`src/rtl/div_sequencer.sv`:
```
// div_sequencer: radix-2 restoring signed/unsigned divider, quotient -> LO, remainder -> HI.
// Optional DIV_EARLY_OUT_EN: skip iteration when |dividend| < |divisor|.
module div_sequencer #(
    parameter int WIDTH = 32
) (
    input  logic             clk,
    input  logic             rst,
    input  logic             div_req,
    input  logic             div_signed,
    input  logic [WIDTH-1:0] dividend,
    input  logic [WIDTH-1:0] divisor,
    input  logic             flush,
    output logic             div_busy,
    output logic             div_done,
    output logic             hilo_we,
    output logic [WIDTH-1:0] quotient,
    output logic [WIDTH-1:0] remainder
);
    localparam int CW = $clog2(WIDTH);
    typedef enum logic [2:0] {IDLE, PREP, CALC, FIX, DONE} state_t;

    state_t           state_q, state_d;
    logic [CW-1:0]    cnt_q, cnt_d;
    logic [WIDTH-1:0] a_q, a_d, b_q, b_d, r_q, r_d, n_q, n_d, quo_q, quo_d, rem_q, rem_d;
    logic             sg_q, sg_d, qn_q, qn_d, rn_q, rn_d, z_q, z_d;
    logic             busy_q, busy_d, done_q, done_d;
    logic [WIDTH:0]   t;
    logic [WIDTH-1:0] abs_n, abs_b;

    always_comb begin
        state_d = state_q;
        cnt_d   = cnt_q;
        a_d     = a_q;
        b_d     = b_q;
        r_d     = r_q;
        n_d     = n_q;
        sg_d    = sg_q;
        qn_d    = qn_q;
        rn_d    = rn_q;
        z_d     = z_q;
        quo_d   = quo_q;
        rem_d   = rem_q;
        t       = {r_q, a_q[WIDTH-1]} - {1'b0, b_q};
        abs_n   = (sg_q && n_q[WIDTH-1]) ? -n_q : n_q;
        abs_b   = (sg_q && b_q[WIDTH-1]) ? -b_q : b_q;
        case (state_q)
            IDLE, DONE: begin
                state_d = div_req ? PREP : IDLE;
                if (div_req) begin
                    n_d  = dividend;
                    b_d  = divisor;
                    sg_d = div_signed;
                end
            end
            PREP: begin
                a_d     = abs_n;
                b_d     = abs_b;
                r_d     = '0;
                qn_d    = sg_q & (n_q[WIDTH-1] ^ b_q[WIDTH-1]);
                rn_d    = sg_q & n_q[WIDTH-1];
                // zero divisor still iterates so latency stays fixed; FIX overrides the result
                z_d     = (b_q == '0);
                cnt_d   = CW'(WIDTH - 1);
                state_d = CALC;
`ifdef DIV_EARLY_OUT_EN
                if (b_q != '0 && abs_n < abs_b) begin
                    a_d     = '0;
                    r_d     = abs_n;
                    state_d = FIX;
                end
`endif
            end
            CALC: begin
                r_d     = t[WIDTH] ? {r_q[WIDTH-2:0], a_q[WIDTH-1]} : t[WIDTH-1:0];
                a_d     = {a_q[WIDTH-2:0], ~t[WIDTH]};
                cnt_d   = cnt_q - 1'b1;
                state_d = (cnt_q == '0) ? FIX : CALC;
            end
            FIX: begin
                quo_d   = z_q ? '1 : (qn_q ? -a_q : a_q);
                rem_d   = z_q ? n_q : (rn_q ? -r_q : r_q);
                state_d = DONE;
            end
            default: state_d = IDLE;
        endcase
        if (flush) begin
            state_d = IDLE;
            quo_d   = quo_q;
            rem_d   = rem_q;
        end
        busy_d = (state_d == PREP) || (state_d == CALC) || (state_d == FIX);
        done_d = (state_d == DONE);
    end

    always_ff @(posedge clk or negedge rst) begin
        if (!rst) begin
            state_q <= IDLE;
            cnt_q   <= '0;
            a_q     <= '0;
            b_q     <= '0;
            r_q     <= '0;
            n_q     <= '0;
            sg_q    <= 1'b0;
            qn_q    <= 1'b0;
            rn_q    <= 1'b0;
            z_q     <= 1'b0;
            quo_q   <= '0;
            rem_q   <= '0;
            busy_q  <= 1'b0;
            done_q  <= 1'b0;
        end else begin
            state_q <= state_d;
            cnt_q   <= cnt_d;
            a_q     <= a_d;
            b_q     <= b_d;
            r_q     <= r_d;
            n_q     <= n_d;
            sg_q    <= sg_d;
            qn_q    <= qn_d;
            rn_q    <= rn_d;
            z_q     <= z_d;
            quo_q   <= quo_d;
            rem_q   <= rem_d;
            busy_q  <= busy_d;
            done_q  <= done_d;
        end
    end

    assign div_busy  = busy_q;
    assign div_done  = done_q;
    assign hilo_we   = done_q;
    assign quotient  = quo_q;
    assign remainder = rem_q;
endmodule

```
`config.mk`:
```
export PLATFORM = sky130hd
export DESIGN_NAME = div_sequencer
export DESIGN_NICKNAME = d
export VERILOG_FILES = /design/src/rtl/div_sequencer.sv
export SDC_FILE = /design/constraint.sdc
export NUM_CORES = 1
export LEC_CHECK = 0
export CORE_AREA = 4 4 154 156
export DETAILED_ROUTE_END_ITERATION = 16
export DIE_AREA = 0 0 158 160
export GPL_TIMING_DRIVEN = 0
export PLACE_DENSITY = 0.81
export SLEW_MARGIN = 20
export SYNTH_ARGS = -nofsm -noshare
export SYNTH_HDL_FRONTEND = slang
export SYNTH_SLANG_ARGS = --single-unit
```
`constraint.sdc`:
```
create_clock -name clk -period 4.15 [get_ports clk]
set_clock_uncertainty 0.1 [all_clocks]
set_input_delay 0.6225 -clock clk [delete_from_list [all_inputs] [get_ports clk]]
set_output_delay 0.6225 -clock clk [all_outputs]
set_load 0.05 [all_outputs]
```
==> results of run 1 <==
cell families after synthesis:
logic type | Yosys count | share of synthesized area (%)
compound gates | 472 | 23.0
mux | 6 | 0.469
fa+ha+maj | 39 | 3.87
flops | 206 | 40.3
simple gates | 549 | 19.4
buf+inv | 145 | 4.88
xor+xnor | 118 | 8.08
routing by layer:
layer / share of wire [%] / track usage, % / up-vias / wire length, um
met5: 0 / 0 / - / 0
met4: 5.4 / 15.2 / 0 / 2180
met3: 7.1 / 3.41 / 108 / 2890
met2: 48 / 52.1 / 564 / 19300
met1: 40 / 41.3 / 6038 / 16200
li1: - / - / 5828 / -
per-stage QoR:
| stage | worst slack [ns] | cells |
|---|---|---|
| after detailed placement | -0.219 | 1957 |
| final | 0.261 | 1999 |
| after global placement | -6.27 | 1955 |
| after global routing | 0.0340 | 1999 |
| after floorplan | 0.861 | 1535 |
| after CTS | 0.0560 | 1998 |
final cells by class:
type,instances,area (sq um)
multi-input cells,1184,7030
fillers,1852,7020
flip-flops and latches,206,5150
repair buffers,138,1420
clock buffers,36,716
plain buffers,94,439
well taps,285,357
inverters,51,191
clock inverters,5,40.0
report_power, final:
| group | internal [mW] | leakage (nW) | switching (mW) |
|---|---|---|---|
| registers | 2.50 | 2.63 | 0.562 |
| logic | 1.21 | 3.57 | 2.04 |
| clock network | 1.19 | 0.375 | 0.856 |
worst paths after layout:
path	startpoint	endpoint	slack [ns]	depth (start not counted)
max reg2reg	a_q[31]$_DFFE_PN0P_	r_q[4]$_DFFE_PN0P_	0.26	14
max	a_q[31]$_DFFE_PN0P_	r_q[4]$_DFFE_PN0P_	0.26	14
min in group clk	quotient[0]$_DFFE_PN0P_	quotient[0]$_DFFE_PN0P_	0.37	2
min	rst	div_done$_DFF_PN0_	-0.008	1
min reg2reg	quotient[0]$_DFFE_PN0P_	quotient[0]$_DFFE_PN0P_	0.37	2
max in group asynchronous	rst	r_q[8]$_DFFE_PN0P_	2.84	3
cell usage after synthesis, types with 5 or more instances:
cell,instances,share of area (%)
a31oi_1,9,0.44
nand2b_1,6,0.29
o31ai_1,29,1.7
nor3b_1,5,0.29
a32oi_1,9,0.62
o21ai_0,144,5.6
nor2b_1,7,0.34
nand2_1,280,8.2
o41ai_1,10,0.68
nand4_1,30,1.5
ha_1,38,3.7
mux2i_1,6,0.47
nor2_1,94,2.8
inv_1,51,1.5
a211oi_1,7,0.41
a22oi_1,40,2.3
clkbuf_1,81,2.4
and2_1,5,0.24
o311ai_0,8,0.55
xor2_1,69,4.7
nand3_1,31,1.2
or3_1,14,0.68
buf_1,6,0.18
a221o_1,7,0.55
or4_1,8,0.47
o21a_1,6,0.35
a21o_1,10,0.59
nor3_1,36,1.4
and3_1,5,0.24
a21oi_1,127,5.0
nor4_1,12,0.59
dfrtp_1,206,40
xnor2_1,49,3.4
o22ai_1,10,0.49
o211ai_1,29,1.7
worst register-to-register path, stage by stage, from the launching register on:
cell      delay [ns]
dfrtp_1         0.45
inv_1           0.11
ha_1            0.25
fa_1            0.40
nand2b_1        0.19
a21oi_1         0.26
o21ai_1         0.23
o311ai_1        0.32
nand2_1         0.24
a21oi_2         0.26
or3_1           0.14
clkbuf_1        0.17
clkbuf_2        0.27
a21oi_1         0.10
a221o_1         0.29
what timing repair did:
item / in CTS / in global routing
resized for setup: 5 / 6
setup endpoints to repair: 29 / 33
setup buffers: 0 / 1
hold endpoints to repair: 0 / 0
hold buffers: 0 / 0
pin swaps: 0 / 1
registers in the layout, summed over array words and instances, names as in the netlist:
signal	flops
remainder	32
div_busy	1
n_q	32
sg_q	1
a_q	32
qn_q	1
r_q	32
quotient	32
cnt_q	5
state_q	3
b_q	32
div_done	1
z_q	1
rn_q	1
==> out/metrics.yaml, run 1 <==
holdCritPathClass: "in2async"
yosys_warnings: 0
rows: 55
drive_above_1_share_pct: 3.97
cp_cell_sequence: "inv_1 > ha_1 > fa_1 > nand2b_1 > a21oi_1 > o21ai_1 > o311ai_1 > nand2_1 > a21oi_2 > or3_1 > clkbuf_1 > clkbuf_2 > a21oi_1 > a221o_1"
cts_sinks: 206
post_drt_wl_per_cell_um: 20.3
grt_pass1_wl_um: 64100
crit_type: "reg2reg"
crit_slowest_cell: "dfrtp_1"
p_leak_nw: 6.57
critPathMaxFanout: 10
n_antenna_cell: 0
gp_congestion: 0.967
antenna_found_initial: 0
synth.ff_latch_count: 206
hold_violations: 9
syn_area_sq_mm: 0.0128
violations: "hold timing"
die_h_um: 160
wl_um: 40600
overflow: 0
critical_path.endpoint_type: "flop"
synth_nets: 1643
antenna_left: 0
cts_buffers: 24
drc_errors: 0
clk_pin_slew_ns: 0.06
grt_use_total_pct: 31.6
clockRootBuffer: "clkbuf_16"
syn_avg_cell_area_sq_um: 8.34
io_pins: 136
seq_area_frac_synth_pct: 40.3
die_area_sq_mm: 0.0253
arrival_ns: 4.18
crit_family: "compound AO/OA/AOI/OAI gates"
hold_slack_ns: -0.00765
clock_path_buffers: 3
via_per_inst: 6.27
fmax_ghz: 0.257
fin_crit_sh_pct: 93.7
nets: 1807
cp_num_buf_inv: 3
fin_crit_ns: 3.89
status: "finished, violations left"
ir_worst_vdd_v: 0.000305
max-slew-margin-rel_pct: 48.3
synth_edf_count: 0
portBuffers: 135
final_area_sq_mm: 0.0153
placed_area_sq_mm: 0.0146
htreeDepth: 1
syn_inst: 1535
clk-insertion-delay-late_ns: 0.53
synth.distinct_cells: 64
slew_viol_final: 0
layout_commonest_cell: "nand2_1"
rsz0062_at_grt: "false"
setup_viol: 0
area_delta_synth_final_pct: 19.9
core-area_sq_mm: 0.0224
cp_common_cell: "a21oi_1"
setup_tns_ns: 0
async_flop_share_pct: 100
grt_max_degree: 83
dp_hpwl_um: 31000
first_global_vias: 12100
die-width_um: 158
synth_flop_cell: "dfrtp_1"
initial_utilization_pct: 57.2
power_density_mw_per_mm2: 545
dr_total_vias: 12500
cts_tree: "built"
final_cell_mix: "nand2_1, dfrtp_1, o21ai_0"
drtIter0Drc: 1142
p_total_mw: 8.36
required_ns: 4.44
tightest_slew_ns: 0.769
maxCapViolCount: 0
crit_path_start_kind: "flop"
first_pass_iters: 6
max_stage_delay_ns: 0.45
utilization_pct: 68.6
(Power assumes the default switching activity.)
==> inputs of run 2 (changes only) <==
Settings changed: GPL_TIMING_DRIVEN 0 to not set.
==> run 2 against run 1 <==
Net effect: the run now ends clean; wire length is 8.5% lower; setup slack better by 0.055 ns; combinational power is 5% lower; register-to-register slack better by 0.06 ns; critical path depth is 3 lower; die area stayed put; clock power is 6% higher; fmax is 1.4% higher; sequential power is 1% higher; total power is 0.14% higher; clock-buffer cell count is 4 lower; critical path type unchanged.
==> out/metrics.yaml, run 2 (synthesis gave the netlist of run 1 again) <==
via_per_inst: 6.20  # was 6.27
fin_crit_sh_pct: 92.4  # was 93.7%
die_h_um: 160  # unchanged
placed_area_sq_mm: 0.0144  # was 0.0146 sq mm
first_pass_iters: 5  # was 6
dr_total_vias: 12000  # was 12.5k
io_pins: 136  # unchanged
layout_commonest_cell: "nand2_1"  # unchanged
nFillCells: 1765  # was 1852
grt_pass1_wl_um: 59900  # was 64100 um
wl_um: 37100  # was 40600 um
post_cts_buffers: 0  # unchanged
rows: 55  # unchanged
holdCritPathClass: "in2async"  # unchanged
setup_tns_ns: 0  # unchanged
ir_worst_vdd_v: 0.000324  # was 0.000305 V
die-width_um: 158  # unchanged
drc_errors: 0  # unchanged
cp_cell_sequence: "ha_1 > a21oi_1 > o211ai_1 > a211oi_1 > o311ai_0 > nand2_1 > a21oi_1 > nor3_1 > nor2_1 > buf_4 > o311ai_0"  # was inv_1 > ha_1 > fa_1 > nand2b_1 > a21oi_1 > o21ai_1 > o311ai_1 > nand2_1 > a21oi_2 > or3_1 > clkbuf_1 > clkbuf_2 > a21oi_1 > a221o_1
nets: 1740  # was 1807
final_cell_mix: "nand2_1, dfrtp_1, o21ai_0"  # unchanged
overflow: 0  # unchanged
crit_type: "reg2reg"  # unchanged
cts_tree: "built"  # unchanged
arrival_ns: 4.13  # was 4.18 ns
die_area_sq_mm: 0.0253  # unchanged
dp_hpwl_um: 26900  # was 31000 um
initial_utilization_pct: 57.2  # unchanged
power_density_mw_per_mm2: 552  # was 545 mW/mm^2
max_stage_delay_ns: 0.57  # was 0.45 ns
critPathMaxFanout: 18  # was 10
rsz0062_at_grt: "false"  # unchanged
core-area_sq_mm: 0.0224  # unchanged
portBuffers: 135  # unchanged
slew_viol_final: 0  # unchanged
fmax_ghz: 0.261  # was 0.257 GHz
fin_cells: 1935  # was 1999
crit_path_start_kind: "flop"  # unchanged
clk_pin_slew_ns: 0.06  # about the same
status: "completed"  # was finished, violations left
first_global_vias: 11300  # was 12.1k
n_antenna_cell: 0  # unchanged
fin_crit_ns: 3.83  # was 3.89 ns
gp_congestion: 1.02  # was 0.967
cts_buffers: 24  # unchanged
htreeDepth: 1  # unchanged
hold_buffers: 0  # unchanged
final_area_sq_mm: 0.0152  # was 0.0153 sq mm
area_delta_synth_final_pct: 18.5  # was 19.9%
p_leak_nw: 6.56  # was 6.57 nW
cts_sinks: 206  # unchanged
place_inst: 1891  # was 1957
crit_slowest_cell: "nor3_1"  # was dfrtp_1
clk-insertion-delay-late_ns: 0.53  # about the same
hold_slack_ns: 0.0493  # was -0.00765 ns
grt_max_degree: 102  # was 83
hold_violations: 0  # was 9
cts_resized: 0  # was 5
max-slew-margin-rel_pct: 35.7  # was 48.3%
drtIter0Drc: 1009  # was 1142
critical_path.endpoint_type: "flop"  # unchanged
clock_path_buffers: 3  # unchanged
drive_above_1_share_pct: 5.58  # was 3.97%
clockRootBuffer: "clkbuf_16"  # unchanged
maxCapViolCount: 0  # unchanged
antenna_found_initial: 0  # unchanged
tightest_slew_ns: 0.965  # was 0.769 ns
grt_use_total_pct: 28.9  # was 31.6%
setup_viol: 0  # unchanged
antenna_left: 0  # unchanged
required_ns: 4.44  # about the same
post_drt_wl_per_cell_um: 19.2  # was 20.3 um
==> run 2: cell count changes in the layout (fill, tap and decap cells not counted), sizes merged <==
cell,previous run,this run
clkbuf,121,33
buf,12,30
clkinv,5,10
bufinv,0,2
bufbuf,1,0
==> run 2: critical path: cells and delay by family, from the launching register on <==
kind	cells	cell delay, ns
buffers and inverters	1	0.24
AND/OR/NAND/NOR	3	0.91
adder cells (fa/ha/maj)	1	0.41
flip-flops	1	0.49
AO/OA/AOI/OAI	6	1.55
==> run 2: final cells by class <==
type / instances / area [sq um] / share of cell area [%]
Clock buffer: 32 / 691 / 4.55
Clock inverter: 12 / 121 / 0.800
Inverter: 51 / 191 / 1.26
Multi-Input combinational cell: 1184 / 7040 / 46.4
Sequential cell: 206 / 5160 / 34.0
Tap cell: 285 / 357 / 2.35
Timing Repair Buffer: 165 / 1610 / 10.6
==> run 2: power breakdown <==
group	internal [mW]	switching, mW	leakage (nW)	total, mW
Sequential	2.50	0.609	2.63	3.10
Combinational	1.18	1.92	3.52	3.11
Clock	1.29	0.867	0.412	2.16
Total	4.97	3.40	6.56	8.37
==> run 2: final timing paths <==
| path | to | cells past startpoint | from | slack (ns) |
|---|---|---|---|---|
| max | r_q[2]$_DFFE_PN0P_ | 11 | r_q[16]$_DFFE_PN0P_ | 0.32 |
| min | quotient[28]$_DFFE_PN0P_ | 1 | rst | 0.05 |
| max reg2reg | r_q[2]$_DFFE_PN0P_ | 11 | r_q[16]$_DFFE_PN0P_ | 0.32 |
| min reg2reg | quotient[28]$_DFFE_PN0P_ | 2 | quotient[28]$_DFFE_PN0P_ | 0.37 |
| max in group asynchronous | quotient[3]$_DFFE_PN0P_ | 2 | rst | 2.96 |
| min in group clk | quotient[28]$_DFFE_PN0P_ | 2 | quotient[28]$_DFFE_PN0P_ | 0.37 |
==> run 2: layer usage <==
layer	routed length [um]	GRT usage, %	part of all wire, %
met3	2380	3.01	6.4
met1	15400	39.9	42
met2	17800	47.6	48
met5	0	0	0
met4	1490	9.81	4.0
==> run 2: through the flow <==
step | setup WS, ns | total power [mW] | util [%]
after floorplan | 0.861 | 5.20 | -
after detailed placement | 0.377 | 6.20 | 64.2
after global routing | 0.0851 | 8.86 | 67.8
after global placement | 0.564 | 6.12 | 64.2
final | 0.316 | 8.37 | 67.8
after CTS | 0.386 | 8.39 | 67.8
==> inputs of run 3 (changes only) <==
Clock period 4.15 ns to 3.7 ns, I/O delays scaled along.
==> run 3 against run 2 <==
Net effect: hold slack better by 0.33 ns; die area unchanged; clock-buffer cell count shrank 2; first-iteration DRC count decreased by 6.1%; wire length increased by 1.2%; critical path type unchanged; largest cell class unchanged.
==> out/metrics.yaml, run 3 (synthesis gave the netlist of run 1 again) <==
status: "completed"  # unchanged
crit_family: "compound AO/OA/AOI/OAI gates"  # unchanged
max_stage_delay_ns: 0.42  # was 0.57 ns
initial_utilization_pct: 57.2  # unchanged
overflow: 0  # unchanged
hold_violations: 0  # unchanged
io_pins: 136  # unchanged
reg2reg_slack_ns: 0.26  # was 0.32 ns
hold_end: "quotient[26]$_DFFE_PN0P_"
die_area_sq_mm: 0.0253  # unchanged
rows: 55  # unchanged
holdCritPathClass: "reg2reg"  # was in2async
arrival_ns: 3.73  # was 4.13 ns
clk-insertion-delay-late_ns: 0.51  # was 0.53 ns
drtIter0Drc: 947  # was 1009
grt_pass1_wl_um: 60200  # was 59900 um
clk_pin_slew_ns: 0.06  # about the same
reg2reg_from: "a_q[31]$_DFFE_PN0P_"  # was r_q[16]$_DFFE_PN0P_
reg2reg_depth: 13  # was 11
cp_num_buf_inv: 2  # was 1
critPathMaxFanout: 13  # was 18
antenna_found_initial: 0  # unchanged
via_per_inst: 6.17  # was 6.20
r2r-end: "r_q[0]$_DFFE_PN0P_"  # was r_q[2]$_DFFE_PN0P_
final_cell_mix: "nand2_1, dfrtp_1, o21ai_0"  # unchanged
cp_cell_sequence: "inv_1 > ha_1 > fa_1 > nand2b_1 > a21oi_1 > o21ai_0 > o311ai_1 > nand2_1 > a21oi_2 > or3_1 > buf_4 > nand3_1 > a32o_1"  # was ha_1 > a21oi_1 > o211ai_1 > a211oi_1 > o311ai_0 > nand2_1 > a21oi_1 > nor3_1 > nor2_1 > buf_4 > o311ai_0
drive_above_1_share_pct: 6.71  # was 5.58%
wl_um: 37500  # was 37100 um
clock_path_buffers: 3  # unchanged
fin_crit_sh_pct: 92.9  # was 92.4%
cts_buffers: 23  # was 24
wl_met1_um: 15600  # was 15400 um
ir_worst_vdd_v: 0.000348  # was 0.000324 V
rsz0062_at_grt: "false"  # unchanged
maxCapViolCount: 0  # unchanged
min_path_cells: 2
required_ns: 3.99  # was 4.44 ns
grt_use_total_pct: 29.1  # was 28.9%
portBuffers: 135  # unchanged
tightest_slew_ns: 0.998  # was 0.965 ns
area_delta_synth_final_pct: 20.2  # was 18.5%
dp_hpwl_um: 27300  # was 26900 um
cts_sinks: 206  # unchanged
grt_max_degree: 89  # was 102
core-area_sq_mm: 0.0224  # unchanged
slew_viol_final: 0  # unchanged
drc_errors: 0  # unchanged
crit_type: "reg2reg"  # unchanged
post_drt_wl_per_cell_um: 19.2  # about the same
dr_total_vias: 12100  # was 12.0k
die_h_um: 160  # unchanged
clockRootBuffer: "clkbuf_16"  # unchanged
htreeDepth: 1  # unchanged
first_pass_iters: 6  # was 5
fin_crit_ns: 3.44  # was 3.83 ns
hp-start: "quotient[26]$_DFFE_PN0P_"
power_density_mw_per_mm2: 623  # was 552 mW/mm^2
layout_commonest_cell: "nand2_1"  # unchanged
setup_tns_ns: 0  # unchanged
setup_viol: 0  # unchanged
n_antenna_cell: 0  # unchanged
antenna_left: 0  # unchanged
post_cts_buffers: 0  # unchanged
gp_congestion: 0.913  # was 1.02
critical_path.endpoint_type: "flop"  # unchanged
first_global_vias: 11600  # was 11.3k
crit_slowest_cell: "fa_1"  # was nor3_1
wl_met3_um: 2500  # was 2380 um
nets: 1759  # was 1740
hold_slack_ns: 0.377  # was 0.0493 ns
fmax_ghz: 0.291  # was 0.261 GHz
p_leak_nw: 6.68  # was 6.56 nW
crit_path_start_kind: "flop"  # unchanged
route.met2.wl_um: 18000  # was 17800 um
max-slew-margin-rel_pct: 33.3  # was 35.7%
cts_tree: "built"  # unchanged
highest_layer: "met4"  # unchanged
die-width_um: 158  # unchanged
-- run 3: worst max-delay path by stage --
stage                                    from                   to  cells after the start
after CTS                 a_q[31]$_DFFE_PN0P_   r_q[0]$_DFFE_PN0P_                     13
after detailed placement  a_q[31]$_DFFE_PN0P_   r_q[0]$_DFFE_PN0P_                     13
after global placement    b_q[13]$_DFFE_PN0P_  r_q[14]$_DFFE_PN0P_                     12
after global routing      a_q[31]$_DFFE_PN0P_   r_q[5]$_DFFE_PN0P_                     13
after floorplan           a_q[31]$_DFFE_PN0P_   r_q[0]$_DFFE_PN0P_                     14
final                     a_q[31]$_DFFE_PN0P_   r_q[0]$_DFFE_PN0P_                     13
-- run 3: power breakdown --
| group | internal (mW) | switching, mW | leakage [nW] |
|---|---|---|---|
| combinational | 1.35 | 2.20 | 3.63 |
| clock | 1.59 | 0.946 | 0.421 |
| sequential | 2.80 | 0.686 | 2.63 |
| total | 5.74 | 3.83 | 6.68 |
-- run 3: layout make-up --
type                    count  area (sq um)
well taps                 285           357
clock inverters            12           193
inverters                  51           191
fillers                  1772          6990
clock buffers              30           652
multi-input cells        1184          7060
flip-flops and latches    206          5160
repair buffers            185          1770
-- run 3: layer usage --
layer | global-route usage (%) | up-vias
li1 | - | 5712
met1 | 39.6 | 5781
met5 | 0 | -
met2 | 47.7 | 480
met3 | 3.31 | 81
met4 | 11.1 | 0
-- run 3: tightest hold or removal path: cells and delay by family (launching register included) --
kind,cells,cell delay [ns]
flops,1,0.34
simple gates,2,0.10
-- run 3: what timing repair did --
action	in CTS	in global routing
endpoints found under the hold margin	43	0
hold buffers	1	0
endpoints found under the setup margin	0	33
gates resized for setup	0	4
-- run 3: stage by stage --
stage          utilization, %  power, mW  instance area, sq um  instances  setup slack, ns
2_1_floorplan               -       5.83                 12800       1535            0.411
3_3_place_gp             64.9       6.90                 14500       1910            0.295
3_5_place_dp             64.9       7.01                 14500       1910            0.161
4_1_cts                  68.7       9.58                 15400       1953            0.135
5_1_grt                  68.7       10.1                 15400       1953           0.0345
6_report                 68.7       9.57                 15400       1953            0.261
